[config.mk]
export PLATFORM = sky130hd
export DESIGN_NAME = host_port_bridge
export DESIGN_NICKNAME = d
export VERILOG_FILES = /design/src/rtl/host_port_bridge.sv
export SDC_FILE = /design/constraint.sdc
export NUM_CORES = 2
export LEC_CHECK = 0
export ABC_AREA = 1
export CAP_MARGIN = 20
export CORE_AREA = 2 2 368 370
export DETAILED_ROUTE_END_ITERATION = 8
export DIE_AREA = 0 0 370 372
export MAX_ROUTING_LAYER = met4
export PLACE_DENSITY = 0.61
export SYNTH_ARGS = -nofsm -noshare
export SYNTH_HDL_FRONTEND = slang
export SYNTH_SLANG_ARGS = --single-unit
[constraint.sdc]
create_clock -name clk -period 60.4 [get_ports clk]
set_input_delay 9.06 -clock clk [delete_from_list [all_inputs] [get_ports clk]]
set_output_delay 9.06 -clock clk [all_outputs]
set_load 0.05 [all_outputs]
[src/rtl/host_port_bridge.sv]
// Host-side initiator: serializes whole-word writes/reads into PORTW beats on the core register-file port.
// Latency: write rsp SERSZ+1 cycles after accept; read rsp after the final returned beat or timeout. Holds rsp until rsp_ready.
module host_port_bridge #(
   parameter int WORDSZ   = 384,
   parameter int PORTW    = 64,
   parameter int PORTAW   = 16,
   parameter int RFSZLOG2 = 11,
   parameter int SUBAW    = 5,
   parameter int TIMEOUT  = 64
) (
   input  logic                clk,
   input  logic                rst,
   input  logic                core_busy,
   input  logic                req_valid,
   output logic                req_ready,
   input  logic                req_write,
   input  logic [RFSZLOG2-1:0] req_addr,
   input  logic [WORDSZ-1:0]   req_wdata,
   output logic                rsp_valid,
   input  logic                rsp_ready,
   output logic [WORDSZ-1:0]   rsp_rdata,
   output logic                rsp_err,
   output logic                wen,
   output logic [PORTAW-1:0]   waddr,
   output logic [PORTW-1:0]    wdata,
   output logic                ren,
   output logic [PORTAW-1:0]   raddr,
   input  logic [PORTW-1:0]    rdata,
   input  logic                rdata_valid
);

   localparam int SERSZ = (WORDSZ + PORTW - 1) / PORTW;
   localparam int BW    = SERSZ * PORTW;
   localparam int CW    = $clog2(SERSZ + 1);
   localparam int TW    = ($clog2(TIMEOUT + 1) > 0) ? $clog2(TIMEOUT + 1) : 1;

   generate
      if (SERSZ > (1 << SUBAW)) begin : g_chk_sersz
         $error("host_port_bridge: SERSZ beats do not fit in SUBAW sub-word address bits");
      end
      if (RFSZLOG2 + SUBAW > PORTAW) begin : g_chk_aw
         $error("host_port_bridge: RFSZLOG2+SUBAW exceeds PORTAW");
      end
   endgenerate

   typedef enum logic [2:0] {
      IDLE,
      WR,
      RD_ISSUE,
      RD_WAIT,
      RESP
   } state_t;

   typedef struct packed {
      logic [RFSZLOG2-1:0] addr;
      logic [WORDSZ-1:0]   wdata;
   } req_t;

   state_t              state, state_nxt;
   req_t                req_q, req_nxt;
   logic [CW-1:0]       iss_cnt, iss_cnt_nxt;
   logic [CW-1:0]       rd_cnt, rd_cnt_nxt;
   logic [TW-1:0]       timer, timer_nxt;
   logic [WORDSZ-1:0]   rd_word, rd_word_nxt;

   logic                wen_nxt, ren_nxt;
   logic [PORTAW-1:0]   waddr_nxt, raddr_nxt;
   logic [PORTW-1:0]    wdata_nxt;
   logic                rsp_valid_nxt, rsp_err_nxt;
   logic [WORDSZ-1:0]   rsp_rdata_nxt;

   logic [PORTAW-1:0]   beat_addr;
   logic [PORTW-1:0]    beat_data;
   logic                reading;
   logic                rd_all;

   assign req_ready = (state == IDLE) && !core_busy;

   always_ff @(posedge clk or posedge rst) begin
      if (rst) begin
         state     <= IDLE;
         req_q     <= '0;
         iss_cnt   <= '0;
         rd_cnt    <= '0;
         timer     <= '0;
         rd_word   <= '0;
         wen       <= 1'b0;
         waddr     <= '0;
         wdata     <= '0;
         ren       <= 1'b0;
         raddr     <= '0;
         rsp_valid <= 1'b0;
         rsp_rdata <= '0;
         rsp_err   <= 1'b0;
      end else begin
         state     <= state_nxt;
         req_q     <= req_nxt;
         iss_cnt   <= iss_cnt_nxt;
         rd_cnt    <= rd_cnt_nxt;
         timer     <= timer_nxt;
         rd_word   <= rd_word_nxt;
         wen       <= wen_nxt;
         waddr     <= waddr_nxt;
         wdata     <= wdata_nxt;
         ren       <= ren_nxt;
         raddr     <= raddr_nxt;
         rsp_valid <= rsp_valid_nxt;
         rsp_rdata <= rsp_rdata_nxt;
         rsp_err   <= rsp_err_nxt;
      end
   end

   always_comb begin
      state_nxt     = state;
      req_nxt       = req_q;
      iss_cnt_nxt   = iss_cnt;
      rd_cnt_nxt    = rd_cnt;
      timer_nxt     = timer;
      rd_word_nxt   = rd_word;
      wen_nxt       = 1'b0;
      waddr_nxt     = '0;
      wdata_nxt     = '0;
      ren_nxt       = 1'b0;
      raddr_nxt     = '0;
      rsp_valid_nxt = rsp_valid;
      rsp_rdata_nxt = rsp_rdata;
      rsp_err_nxt   = rsp_err;

      beat_addr = (PORTAW'(req_q.addr) << SUBAW) + PORTAW'(iss_cnt);
      beat_data = PORTW'(BW'(req_q.wdata) >> (int'(iss_cnt) * PORTW));

      // Returned beats are captured in any read state, including overlap with issue.
      reading = (state == RD_ISSUE) || (state == RD_WAIT);
      if (reading && rdata_valid && (rd_cnt < CW'(SERSZ))) begin
         rd_word_nxt = rd_word | WORDSZ'(BW'(rdata) << (int'(rd_cnt) * PORTW));
         rd_cnt_nxt  = rd_cnt + CW'(1);
      end
      rd_all = (rd_cnt_nxt == CW'(SERSZ));

      case (state)
         IDLE: begin
            if (req_valid && req_ready) begin
               req_nxt.addr  = req_addr;
               req_nxt.wdata = req_wdata;
               iss_cnt_nxt   = CW'(1);
               rd_cnt_nxt    = '0;
               rd_word_nxt   = '0;
               timer_nxt     = '0;
               if (req_write) begin
                  state_nxt = WR;
                  wen_nxt   = 1'b1;
                  waddr_nxt = PORTAW'(req_addr) << SUBAW;
                  wdata_nxt = PORTW'(req_wdata);
               end else begin
                  state_nxt = RD_ISSUE;
                  ren_nxt   = 1'b1;
                  raddr_nxt = PORTAW'(req_addr) << SUBAW;
               end
            end
         end
         WR: begin
            if (iss_cnt < CW'(SERSZ)) begin
               wen_nxt     = 1'b1;
               waddr_nxt   = beat_addr;
               wdata_nxt   = beat_data;
               iss_cnt_nxt = iss_cnt + CW'(1);
            end else begin
               state_nxt     = RESP;
               rsp_valid_nxt = 1'b1;
               rsp_rdata_nxt = '0;
               rsp_err_nxt   = 1'b0;
            end
         end
         RD_ISSUE: begin
            if (iss_cnt < CW'(SERSZ)) begin
               ren_nxt     = 1'b1;
               raddr_nxt   = beat_addr;
               iss_cnt_nxt = iss_cnt + CW'(1);
            end else if (rd_all) begin
               state_nxt     = RESP;
               rsp_valid_nxt = 1'b1;
               rsp_rdata_nxt = rd_word_nxt;
               rsp_err_nxt   = 1'b0;
            end else begin
               state_nxt = RD_WAIT;
               timer_nxt = '0;
            end
         end
         RD_WAIT: begin
            timer_nxt = timer + TW'(1);
            if (rd_all) begin
               state_nxt     = RESP;
               rsp_valid_nxt = 1'b1;
               rsp_rdata_nxt = rd_word_nxt;
               rsp_err_nxt   = 1'b0;
            end else if (timer_nxt == TW'(TIMEOUT)) begin
               // Missing beats stay zero in the assembled word.
               state_nxt     = RESP;
               rsp_valid_nxt = 1'b1;
               rsp_rdata_nxt = rd_word_nxt;
               rsp_err_nxt   = 1'b1;
            end
         end
         RESP: begin
            if (rsp_ready) begin
               state_nxt     = IDLE;
               rsp_valid_nxt = 1'b0;
               rsp_rdata_nxt = '0;
               rsp_err_nxt   = 1'b0;
            end
         end
         default: state_nxt = IDLE;
      endcase
   end

endmodule
* After elaboration in Yosys (flattened, before gate mapping)
Index checks and enable logic that the tools add are counted.
** Operators by class
- Reductions and logical operators :: 16
- Multiply operators :: 0
- Div/mod/pow operators :: 0
- Add/sub/neg operators :: 4
- Multiplexer cells :: 59
- Equality and inequality tests :: 14
- Shifts and indexed selects :: 2
- Order comparisons :: 2
- Bitwise operators :: 1
** Operator list (count)
- 2-to-1 mux 384 bit :: 9
- case mux 384 bit (4 select lines) :: 1
- OR 384 bit :: 1
- << shifter 64 x 9 -> 384 bit :: 1
- >> shifter 384 x 9 -> 64 bit :: 1
- 2-to-1 mux 64 bit :: 3
- case mux 64 bit (2 select lines) :: 1
- 2-to-1 mux 16 bit :: 5
- case mux 16 bit (2 select lines) :: 2
- 2-to-1 mux 3 bit :: 12
- 2-to-1 mux 7 bit :: 3
- case mux 7 bit (3 select lines) :: 1
- adder 16 x 3 -> 16 bit :: 1
- 2-to-1 mux 1 bit :: 15
- case mux 3 bit (5 select lines) :: 1
- != test 2 bit, second input constant :: 5
- case mux 1 bit (4 select lines) :: 2
- adder 7 x 1 -> 7 bit, second input constant :: 1
- equality test 7 bit, second input constant :: 1
- adder 3 x 1 -> 3 bit, second input constant :: 2
- equality test 3 x 2 -> 1 bit, second input constant :: 2
- equality test 3 bit, second input constant :: 2
- < comparator 3 bit, second input constant :: 2
- case mux 3 bit (2 select lines) :: 1
- 18 further kinds :: 23
** Word-level totals
- Bits in writable memories :: 0
- ROM bits :: 0
- Register bits :: 1279
- Output and inout port bits :: 485
- Logic and storage cells :: 113
- Memories kept :: 0
- Latch bits :: 0

* Logic depth before layout (Yosys ltp)
- Depth after elaboration :: 9
- Depth in mapped cells :: 16
- Mapped depth without buffers :: 13

* Least setup slack after synthesis
Ideal clock, no wire load.
- Path kind :: input port to output port
- Start point :: in core_busy
- End point :: out req_ready
- Setup slack :: 41.598 ns
- Path buffers :: 0
- Stages on the path :: 1
- Arrival :: 9.742 ns
- Cells stage by stage :: nor2_1
** Between the ends
- Cells in the longest elaborated chain, start to end :: 2
** Ends and longest elaborated chain
- start, declared :: RTL line 13 : input logic core_busy,
- logical NOT 1 bit :: RTL line 77 : assign req_ready = (state == IDLE) && !core_busy;
- logical AND 1 bit :: RTL line 77
- end, declared :: RTL line 15 : output logic req_ready,
Every way passes these cells.

* Worst setup path after layout
Same ends and word-level chain as after synthesis.

==> flow_summary_export.csv <==
group,metric,value,unit
status,outcome,"completed",
critical_path,crit_fanout,2,
cts,htreeDepth,4,
pwr,p_leak,0.03440,uW
cts,cts_resized,0,
final_layout,area_delta_synth_final,27.22,%
detailed_routing,wl,214.2,mm
logic_synthesis,synth_warnings,0,
floorplanning,die_area,137600,um2
logic_synthesis,synth_cells,6808,
placed_design,place_inst,9088,
final_layout,nets,7922,
sta,rsz0062_at_grt,"false",
floorplanning,num_rows,135,
logic_synthesis,postSynthRegisterBits,1275,
logic_synthesis,postSynthAreaPerCell,8.144,um2
final_layout,stdcell_count,9425,
critical_path,end_kind,"output pin",
placed_design,place.gp.congestion,0.9697,
sta,hold_violations,0,
pwr,ir_drop,0.04912,mV
detailed_routing,drt_pre_antenna_iters,8,
sta,min_period,19.59,ns
grt,grt_max_degree,214,
pwr,powerDensity,59.54,nW/um2
logic_synthesis,yosysSeqAreaShare,57.55,%
critical_path,cp-start-kind,"primary input",
logic_synthesis,synth_cell_type_count,29,
sta,worst_pin_slew,1.256,ns
critical_path,crit_required,51.34,ns
logic_synthesis,synth.cell_area,55440,um2
detailed_routing,drc_errors,0,
critical_path,crit_arrival,10.53,ns
cts,cts_setup_buffers,0,
placed_design,place_ws,40.80,ns
min_path,min_path_type,"flop to flop",
final_layout,final_cell_mix,"2123 x nand2_1, 1270 x dfrtp_1, 953 x nor2_1",
final_layout,drive_gt1_share,4.205,%
critical_path,path_class,"primary input to output pin",
floorplanning,ios,951,
cts,worstSkewPairLatency,0.78,ns
floorplanning,core_area,134300,um2
sta,clock_skew,0.04327,ns
detailed_routing,routed_via_density,5.334,
floorplanning,dieHeight,372,um
cts,cts_tree,"yes",
floorplanning,fp.dieW,370,um
floorplanning,start_util,41.29,%
placed_design,io_buffers,946,
run,maxCapViolations,0,
cts,clkTransAtPathRegs,0.06,ns
detailed_routing,drtIter0Drc,5332,
detailed_routing,dr_total_vias,50270,
sta,whs,0.4678,ns
sta,fmax,0.05105,GHz
grt,track_usage,31.46,%
cts,hold_buffers,0,
cts,cts_made_buffers,141,
final_layout,layout_commonest_cell,"nand2_1",
sta,slew_headroom,16.28,%
sta,final-setup-viol-count,0,
detailed_routing,routedWlPerCell,22.72,um
cts,cts_buffer_depth,3,
grt,grt_pass1_vias,47530,
cts,cts_root_buffer,"clkbuf_16",
grt,antenna_found_initial,88,
sta,maxSlewViolCount,0,
grt,grt_pass1_wl,314.2,mm
placed_design,dpl.hpwl,140.6,mm
grt,grt_overflow,0,
sta,finalCritPeriodShare,32.43,%
sta,final_critical_path_setup_slack,40.81,ns
sta,finalSetupTns,0,ns
detailed_routing,ant_nets,0,
cts,cts.sinks,1275,
## area by class of cell
type / count / area, um2
Clock buffer: 215 / 4252
Tap cell: 1781 / 2228
Fill cell: 12800 / 63750
Clock inverter: 38 / 414.1
Multi-Input combinational cell: 4661 / 20000
Timing Repair Buffer: 1016 / 10140
Sequential cell: 1275 / 31920
Inverter: 358 / 1384
Antenna cell: 81 / 202.7
## cells in the mapped netlist
cell	n	share of area, %
inv_2	1	0.0068
inv_1	354	2.4
a21oi_1	287	2.6
nor2_1	955	6.5
nand2_1	2127	14
buf_6	3	0.061
buf_4	27	0.37
buf_1	19	0.13
nor3_1	261	2.4
nand3_1	407	3.7
ha_1	3	0.068
xnor2_1	2	0.032
nor2_2	1	0.011
dfrtp_1	1275	58
nand2_2	1	0.011
conb_1	1	0.0068
nand3b_1	3	0.041
clkinv_1	3	0.020
buf_2	123	1.1
nand3_2	4	0.072
o22ai_1	87	0.98
clkbuf_4	11	0.15
clkbuf_1	334	2.3
or2_2	1	0.011
o21ai_0	400	3.6
a21oi_4	1	0.029
nand2_4	1	0.020
o31ai_1	114	1.5
xor2_1	2	0.032
## through the flow
stage,total power (uW),instance area [um2],util (%)
5_1_grt,4438,70510,52.51
3_5_place_dp,3316,65590,48.84
6_report,4200,70540,52.53
2_1_floorplan,2648,55460,-
4_1_cts,4201,70250,52.32
3_3_place_gp,3295,65560,48.82
## metal layers
metal	vias to the layer above	share of wire (%)	global-route usage, %
met3	412	9.4	9.128
met1	24780	42	41.84
met5	-	0	-
met2	2060	43	42.93
met4	0	5.7	17.39
li1	23020	-	-
## final timing paths
path | start | end | slack (ns) | cells after the start
min in group asynchronous | rst | req_q[267]$_DFFE_PP0P_ | 8.80 | 2
worst max-delay path | core_busy | req_ready | 40.81 | 3
worst min register to register | rsp_rdata[41]$_DFFE_PP0P_ | rsp_rdata[41]$_DFFE_PP0P_ | 0.47 | 2
worst max register to register | rd_cnt[1]$_DFF_PP0_ | rsp_rdata[353]$_DFFE_PP0P_ | 53.39 | 17
worst min-delay path | rsp_rdata[41]$_DFFE_PP0P_ | rsp_rdata[41]$_DFFE_PP0P_ | 0.47 | 2
max in group asynchronous | rst | rsp_rdata[354]$_DFFE_PP0P_ | 47.41 | 6
## registers in the layout (all words and copies together), names as in the netlist
register and flops:
raddr 14, rsp_err 1, wdata 64, ren 1, wen 1, req_q 395
rd_word 384, timer 7, rsp_rdata 384, iss_cnt 3, waddr 14, rd_cnt 3
state 3, rsp_valid 1
## cell families after synthesis
family | count (synthesis) | share of synthesized area [%]
adder cells (fa/ha/maj) | 3 | 0.06771
AO/OA/AOI/OAI | 889 | 8.756
buffers and inverters | 875 | 6.499
other | 1 | 0.006764
AND/OR/NAND/NOR | 3761 | 27.06
flip-flops | 1275 | 57.55
XOR/XNOR | 4 | 0.06320
## report_power, final
| group | switching [uW] | leakage (uW) | internal (uW) |
|---|---|---|---|
| sequential | 190 | 0.0170 | 1190 |
| combinational | 1430 | 0.0151 | 517 |
| clock | 365 | 0.00231 | 509 |
## critical path, cell delays in order
cell             delay, ns
clkdlybuf4s50_1       0.40
nor2_1                0.21
clkdlybuf4s50_1       0.86
Note: power is estimated with default switching activity, not from simulation.
